==> config.mk <==
export PLATFORM = sky130hd
export DESIGN_NAME = instr_issue
export DESIGN_NICKNAME = d
export VERILOG_FILES = /design/src/rtl/instr_issue.sv
export SDC_FILE = /design/constraint.sdc
export NUM_CORES = 1
export LEC_CHECK = 0
export CORE_ASPECT_RATIO = 0.9
export CORE_MARGIN = 2
export CORE_UTILIZATION = 57
export CTS_CLUSTER_DIAMETER = 60
export DETAILED_ROUTE_END_ITERATION = 7
export PLACE_DENSITY = 0.81
export SYNTH_ARGS = -nofsm -noshare
export SYNTH_HDL_FRONTEND = slang
export SYNTH_SLANG_ARGS = --single-unit
==> constraint.sdc <==
create_clock -name clk -period 3.36 [get_ports clk]
set_clock_uncertainty 0.2 [all_clocks]
set_input_delay 1.008 -clock clk [delete_from_list [all_inputs] [get_ports clk]]
set_output_delay 1.008 -clock clk [all_outputs]
set_load 0.1 [all_outputs]
==> src/rtl/instr_issue.sv <==
// -----------------------------------------------------------------------------
// instr_issue
//   Instruction issue queue in front of the 512-bit vector processor.
//   Buffers {opcode, entry1, entry2} instructions. Instructions whose memory
//   index is out of range are dropped on entry. Legal instructions are issued
//   in order, at most one per cycle. After each mul/sum, issue stalls for GAP
//   cycles so the ALU result in registers 2/3 can settle.
//
// Ports
//   clk, rst_n        clock, async active-low reset
//   flush             synchronous clear of queue and gap counter
//   in_valid/in_ready upstream handshake; in_opcode/in_entry1/in_entry2 payload
//   out_ready         processor can take an instruction this cycle
//   issue_valid       one-cycle strobe; opcode/entry1/entry2 hold the new instr
//   count/empty/full  queue occupancy
//   drop_pulse        one cycle after an illegal instruction is discarded
//   drop_count        saturating (255) count of discarded instructions
// -----------------------------------------------------------------------------
module instr_issue #(
    parameter int DEPTH = 8,
    parameter int GAP   = 2
) (
    input  logic                     clk,
    input  logic                     rst_n,
    input  logic                     flush,
    input  logic                     in_valid,
    output logic                     in_ready,
    input  logic [1:0]               in_opcode,
    input  logic [9:0]               in_entry1,
    input  logic [1:0]               in_entry2,
    input  logic                     out_ready,
    output logic                     issue_valid,
    output logic [1:0]               opcode,
    output logic [9:0]               entry1,
    output logic [1:0]               entry2,
    output logic [$clog2(DEPTH):0]   count,
    output logic                     empty,
    output logic                     full,
    output logic                     drop_pulse,
    output logic [7:0]               drop_count
);

    localparam int PW = $clog2(DEPTH);
    localparam int CW = PW + 1;
    localparam int GW = (GAP > 0) ? $clog2(GAP + 1) : 1;

    typedef struct packed {
        logic [1:0] op;
        logic [9:0] e1;
        logic [1:0] e2;
    } instr_t;

    instr_t          mem [DEPTH];
    instr_t          head;
    logic [PW-1:0]   wr_ptr, rd_ptr;
    logic [CW-1:0]   cnt;
    logic [GW-1:0]   gap_cnt;
    logic            accept, push, drop, pop;

    assign empty    = (cnt == '0);
    assign full     = (cnt == CW'(DEPTH));
    assign count    = cnt;
    // rst_n gates in_ready so nothing is advertised while held in reset
    assign in_ready = !full && !flush && rst_n;

    assign accept = in_valid && in_ready;
    // entry1 > 511 is exactly bit 9 set
    assign drop   = accept &&  in_entry1[9];
    assign push   = accept && !in_entry1[9];
    assign pop    = !empty && out_ready && (gap_cnt == '0) && !flush;
    assign head   = mem[rd_ptr];

    // storage needs no reset: occupancy is tracked by cnt
    always_ff @(posedge clk) begin
        if (push)
            mem[wr_ptr] <= '{op: in_opcode, e1: in_entry1, e2: in_entry2};
    end

    // pointers wrap naturally since DEPTH is a power of two
    always_ff @(posedge clk or negedge rst_n) begin
        if (!rst_n) begin
            wr_ptr <= '0;
            rd_ptr <= '0;
            cnt    <= '0;
        end else if (flush) begin
            wr_ptr <= '0;
            rd_ptr <= '0;
            cnt    <= '0;
        end else begin
            if (push) wr_ptr <= wr_ptr + PW'(1);
            if (pop)  rd_ptr <= rd_ptr + PW'(1);
            case ({push, pop})
                2'b10:   cnt <= cnt + CW'(1);
                2'b01:   cnt <= cnt - CW'(1);
                default: cnt <= cnt;
            endcase
        end
    end

    // mul (10) and sum (11) both have opcode[1] set
    always_ff @(posedge clk or negedge rst_n) begin
        if (!rst_n)
            gap_cnt <= '0;
        else if (flush)
            gap_cnt <= '0;
        else if (pop && head.op[1])
            gap_cnt <= GW'(GAP);
        else if (gap_cnt != '0)
            gap_cnt <= gap_cnt - GW'(1);
    end

    // issue register: fields hold their last value between issues
    always_ff @(posedge clk or negedge rst_n) begin
        if (!rst_n) begin
            issue_valid <= 1'b0;
            opcode      <= '0;
            entry1      <= '0;
            entry2      <= '0;
        end else begin
            issue_valid <= pop;
            if (pop) begin
                opcode <= head.op;
                entry1 <= head.e1;
                entry2 <= head.e2;
            end
        end
    end

    // drop_count survives flush; only reset clears it
    always_ff @(posedge clk or negedge rst_n) begin
        if (!rst_n) begin
            drop_pulse <= 1'b0;
            drop_count <= '0;
        end else begin
            drop_pulse <= drop;
            if (drop && drop_count != 8'hFF)
                drop_count <= drop_count + 8'd1;
        end
    end

endmodule

# --- After elaboration in Yosys (flattened, before gate mapping) ---
# Memories as Yosys holds them, arrays and structs flattened.
# Index checks and enable logic that the tools add are counted.
word_totals:
  memories: 1
  wordCells: 53
  output_inout_bits: 31
  reg_bits: 36
  inputBits: 19
  ramBits: 112
memory_table:
  columns: ["name", "depth", "width", "rd", "rd_ports_with_merged_regs", "write_ports", "line", "source"]
  rows:
  - ["mem", 8, 14, 1, 0, 1, "53", "instr_t mem [DEPTH];"]
classes:
  eq_ne: 4
  mux: 11
  reduce_logical: 21
  add_sub_neg: 6
ops:
  columns: ["operator", "count"]
  rows:
  - ["$mux 3", 4]
  - ["$logic_and 1x1->1", 10]
  - ["$add 8x1->8 const B", 1]
  - ["$ne 8x8->1 const B", 1]
  - ["$pmux 4 s2", 1]
  - ["$add 3x1->3 const B", 2]
  - ["$mux 2", 3]
  - ["$reduce_bool 2->1", 3]
  - ["$reduce_bool 3->1", 2]
  - ["$add 4x1->4 const B", 1]
  - ["$eq 4x4->1 const B", 1]
  - ["$logic_not 1->1", 4]
  - ["$logic_not 4->1", 1]
  - ["$mux 4", 1]
  - ["$sub 4x1->4 const B", 1]
  - ["$eq 2x1->1 const B", 1]
  - ["$eq 2x2->1 const B", 1]
  - ["$logic_not 2->1", 1]
  - ["$mux 1", 2]
  - ["$sub 2x1->2 const B", 1]

# --- Depth between registers and ports, before layout ---
depth:
  depth_word: 9
  mapped_depth: 10
  depth_no_buf: 10

# --- Worst setup path after synthesis ---
# No wires, ideal clock.
synth_path:
  path_type: "reg2out"
  startpoint: "register cnt[3] (netlist: count[3])"
  endpoint: "output in_ready"
  path_slack_ps: -1086
  path_buffers: 0
  t_required_ps: 2152
  stages_incl_launch_ff: 3
  arrival_ps: 3238
  cell_sequence: "dfrtp_1 > nor4b_4 > nor2_1"
synth_via:
  elab_chain_len: 4
synth_lines:
  columns: ["item", "line", "source"]
  rows:
  - ["start: declaration", "56", "logic [CW-1:0] cnt;"]
  - ["start signal: assignment", "93", "2'b10: cnt <= cnt + CW'(1);"]
  - ["start signal: assignment", "94", "2'b01: cnt <= cnt - CW'(1);"]
  - ["start signal: assignment", "95", "default: cnt <= cnt;"]
  - ["$eq 4x4->1", "61", "assign full = (cnt == CW'(DEPTH));"]
  - ["named net full", "38", "output logic full,"]
  - ["$logic_not 1->1", "64", "assign in_ready = !full && !flush && rst_n;"]
  - ["$logic_and 1x1->1 (2 in series)", "64", null]
  - ["end: declaration", "27", "output logic in_ready,"]
# The timed path passes the listed nets, and every way through them passes these cells.

# --- Worst setup path in the final report ---
layout_path:
  startpoint: "input flush"
  endpoint: "output in_ready"
layout_via:
  elab_chain_len: 3
layout_lines:
  columns: ["item", "line", "source"]
  rows:
  - ["start: declaration", "25", "input logic flush,"]
  - ["$logic_not 1->1", "64", null]
  - ["$logic_and 1x1->1 (2 in series)", "64", null]
# Every way passes these cells.

==> key figures <==
CTS
  • Sinks on Clock Net: 148
  • CTS max path bufs: 2
  • CTS clock-pin slew for the worst setup and hold paths: 0.06 ns
  • Setup Fix Bufs, Post-CTS: 0
  • Root buffer cell: clkbuf_16
  • CTS tree: yes
  • Worst-skew pair later-pin latency: 0.42 ns
  • CTS Buf Count: 17
  • H-tree levels: 4

Setup path
  • Slowest stage cell, crit path: clkdlybuf4s50_1
  • WP buf/inv: 2
  • CP max FO: 3
  • CP Launch Type: primary input
  • CP peak stage delay: 0.43 ns
  • Cell family with most CP delay: buffers and inverters
  • Critical Path End Type: primary output
  • Crit Path Category: in2out
  • Worst Path Arrival: 2.06 ns
  • Worst path required time: 2.15 ns
  • Crit-path cells: clkdlybuf4s50_1 > nand2b_1 > nor2_2 > buf_12

Drt
  • Drt via density: 5.79
  • DR iter-0 viols: 235
  • Drt drc: 0
  • First drt pass iteration count: 4
  • Post-route ant nets: 0
  • Routed wire per std cell: 20.6 um
  • Total Wirelength: 11500 um
  • Vias post-DR: 3239

Flow run
  • Max-Cap Viols: 0

GRT
  • M1 GR Usage: 30.4%
  • Met2 usage: 35.0%
  • Largest net degree at the start of global routing: 37
  • Grt peak-use layer: met2
  • Vias in the first global route: 3245
  • Overflow after GRT: 0
  • M3 GR Usage: 6.40%
  • First-pass GRT wire length: 17900 um
  • GRT Resource Usage Total: 22.0%
  • Antenna violations before repair: 0

Synth
  • Post-Synthesis Cell Area: 5870 sq um
  • Avg Cell Area, Syn: 18.2 sq um
  • Register area share after synthesis: 72.6%
  • Most frequent cells after synthesis: edfxtp_1, dfrtp_1, mux4_2
  • Seq cells post-synth: 148
  • Count leader, synth: edfxtp_1
  • Syn. warnings: 0
  • Ys flop type: edfxtp_1
  • Async SR Flop Fraction: 24.3%
  • Synth cell types: 35
  • Top cells by area, synth: edfxtp_1, dfrtp_1, mux4_2
  • Post-synth EDFFs: 112
  • Post-Synthesis Cells: 323
  • Leading area contributor after synthesis: edfxtp_1
  • Yosys top cell area share: 57.3%
  • Net count after synthesis: 349

Power and ir drop
  • Leakage: 0.00266 uW
  • Seq pwr share: 36.8%
  • Maximum vdd drop: 0.000713 V
  • Comb pwr share: 32.1%
  • Pwr Density: 844 nW/um^2
  • Int Pwr: 3880 uW
  • Clock power frac: 31.1%
  • Switching Power: 2320 uW
  • Switching share of power: 37.4%

Cells and area
  • Layout area overhead: 25.2%
  • # nets final: 443
  • Cell Count, Final, Fillers Out: 559
  • Fin area: 7350 sq um
  • Diodes inserted: 0
  • Fin util: 72.7%
  • Share of cells above drive strength 1: 33.0%

Timing
  • Slew margin rel.: 61.2%
  • Max Slew Vio Count: 0
  • Fin crit share: 97.4%
  • Worst-margin pin slew: 0.582 ns
  • Fin crit period: 3.27 ns
  • Fmax: 306 MHz
  • RSZ-0062 raised after global routing: no
  • Endpoints failing setup: 0
  • Final hold vios: 0

Floorplanning
  • Chip Height: 100 um
  • DIE AREA: 11100 sq um
  • Core ar.: 10100 sq um
  • Initial core utilization: 58.0%
  • Core Rows: 35
  • Die width: 111 um
  • I/O pin count: 50

Placement
  • Post-DP HPWL: 7000 um
  • Port Buffer Count: 49
  • RePlAce Congestion: 0.804
  • Area after DPL: 6740 sq um
  • Dpl cells: 527

Outcome
  • Outcome: finished, final reports clean

Worst hold path
  • Hold Crit Class: reg2reg
==> cell type report <==
class,instances,area (sq um)
clock inverters,13,174
clock buffers,19,433
multi-input cells,162,1570
repair buffers,86,723
flip-flops and latches,148,4280
well taps,129,161
inverters,2,7.51
fillers,571,2770
==> placed cells by master, fill, tap and decap left out, types with 5 or more instances in the layout <==
master / n
xnor2_1: 7
clkbuf_16: 17
a21oi_1: 17
ha_1: 6
nand2_1: 13
buf_4: 65
nand2b_1: 5
nor2_1: 25
xor2_1: 5
mux2i_1: 16
dfrtp_1: 31
nor3_1: 6
clkdlybuf4s50_1: 17
mux4_2: 28
edfxtp_1: 112
==> layer usage <==
layer / share of wire [%] / wire length, um / vias up
li1: - / - / 1464
met1: 43 / 4960 / 1666
met2: 50 / 5750 / 92
met3: 5.5 / 635 / 17
met4: 1.3 / 154 / 0
met5: 0 / 0 / -
==> worst paths after layout <==
kind / to / cells past startpoint / slack, ns / from
max: in_ready / 4 / 0.09 / flush
min: drop_count[0] / 1 / 0.32 / drop_count[0]
max reg2reg: count[3] / 9 / 0.54 / count[0]
min reg2reg: drop_count[0] / 1 / 0.32 / drop_count[0]
max in group asynchronous: count[2] / 2 / 2.09 / rst_n
min in group asynchronous: drop_count[2] / 2 / 0.49 / rst_n
==> power groups by stage <==
stage | Combinational (uW) | Clock [uW] | Sequential [uW]
6_report | 1990 | 1930 | 2280
3_3_place_gp | 1970 | 0 | 2310
5_1_grt | 2070 | 2020 | 2300
4_1_cts | 2000 | 1950 | 2280
3_5_place_dp | 1990 | 0 | 2310
2_1_floorplan | 665 | 0 | 3150
==> cells by family after synthesis <==
family,count (synthesis),share of synthesized area [%]
multiplexers,45,13.7
flip-flops,148,72.6
buffers and inverters,13,0.895
XOR/XNOR,12,1.79
AO/OA/AOI/OAI,29,2.88
adder cells (fa/ha/maj),7,1.62
AND/OR/NAND/NOR,69,6.52
==> sequential cells by signal, summed over array words and instances, names as in the netlist <==
signal,count
issue_valid,1
drop_pulse,1
opcode,2
mem,112
gap_cnt,2
count,4
rd_ptr,3
drop_count,8
entry2,2
entry1,10
wr_ptr,3
==> metrics by stage <==
step | total power (uW) | TNS, ns | worst slack [ns] | hold slack [ns]
floorplan | 3810 | -1.94 | -0.657 | 0.310
CTS | 6230 | 0 | 0.0233 | 0.321
global placement | 4270 | 0 | 0.0233 | 0.277
global route | 6390 | 0 | 0.0271 | 0.344
finish | 6200 | 0 | 0.0887 | 0.319
detailed placement | 4300 | -0.169 | -0.0933 | 0.310
==> what timing repair did <==
action / 4_1_cts / 5_1_grt
hold buffers: 0 / 0
endpoints found under the setup margin: 0 / 1
hold endpoints to repair: 0 / 0
resized for setup: 0 / 1
Note: power is estimated with default switching activity, not from simulation.
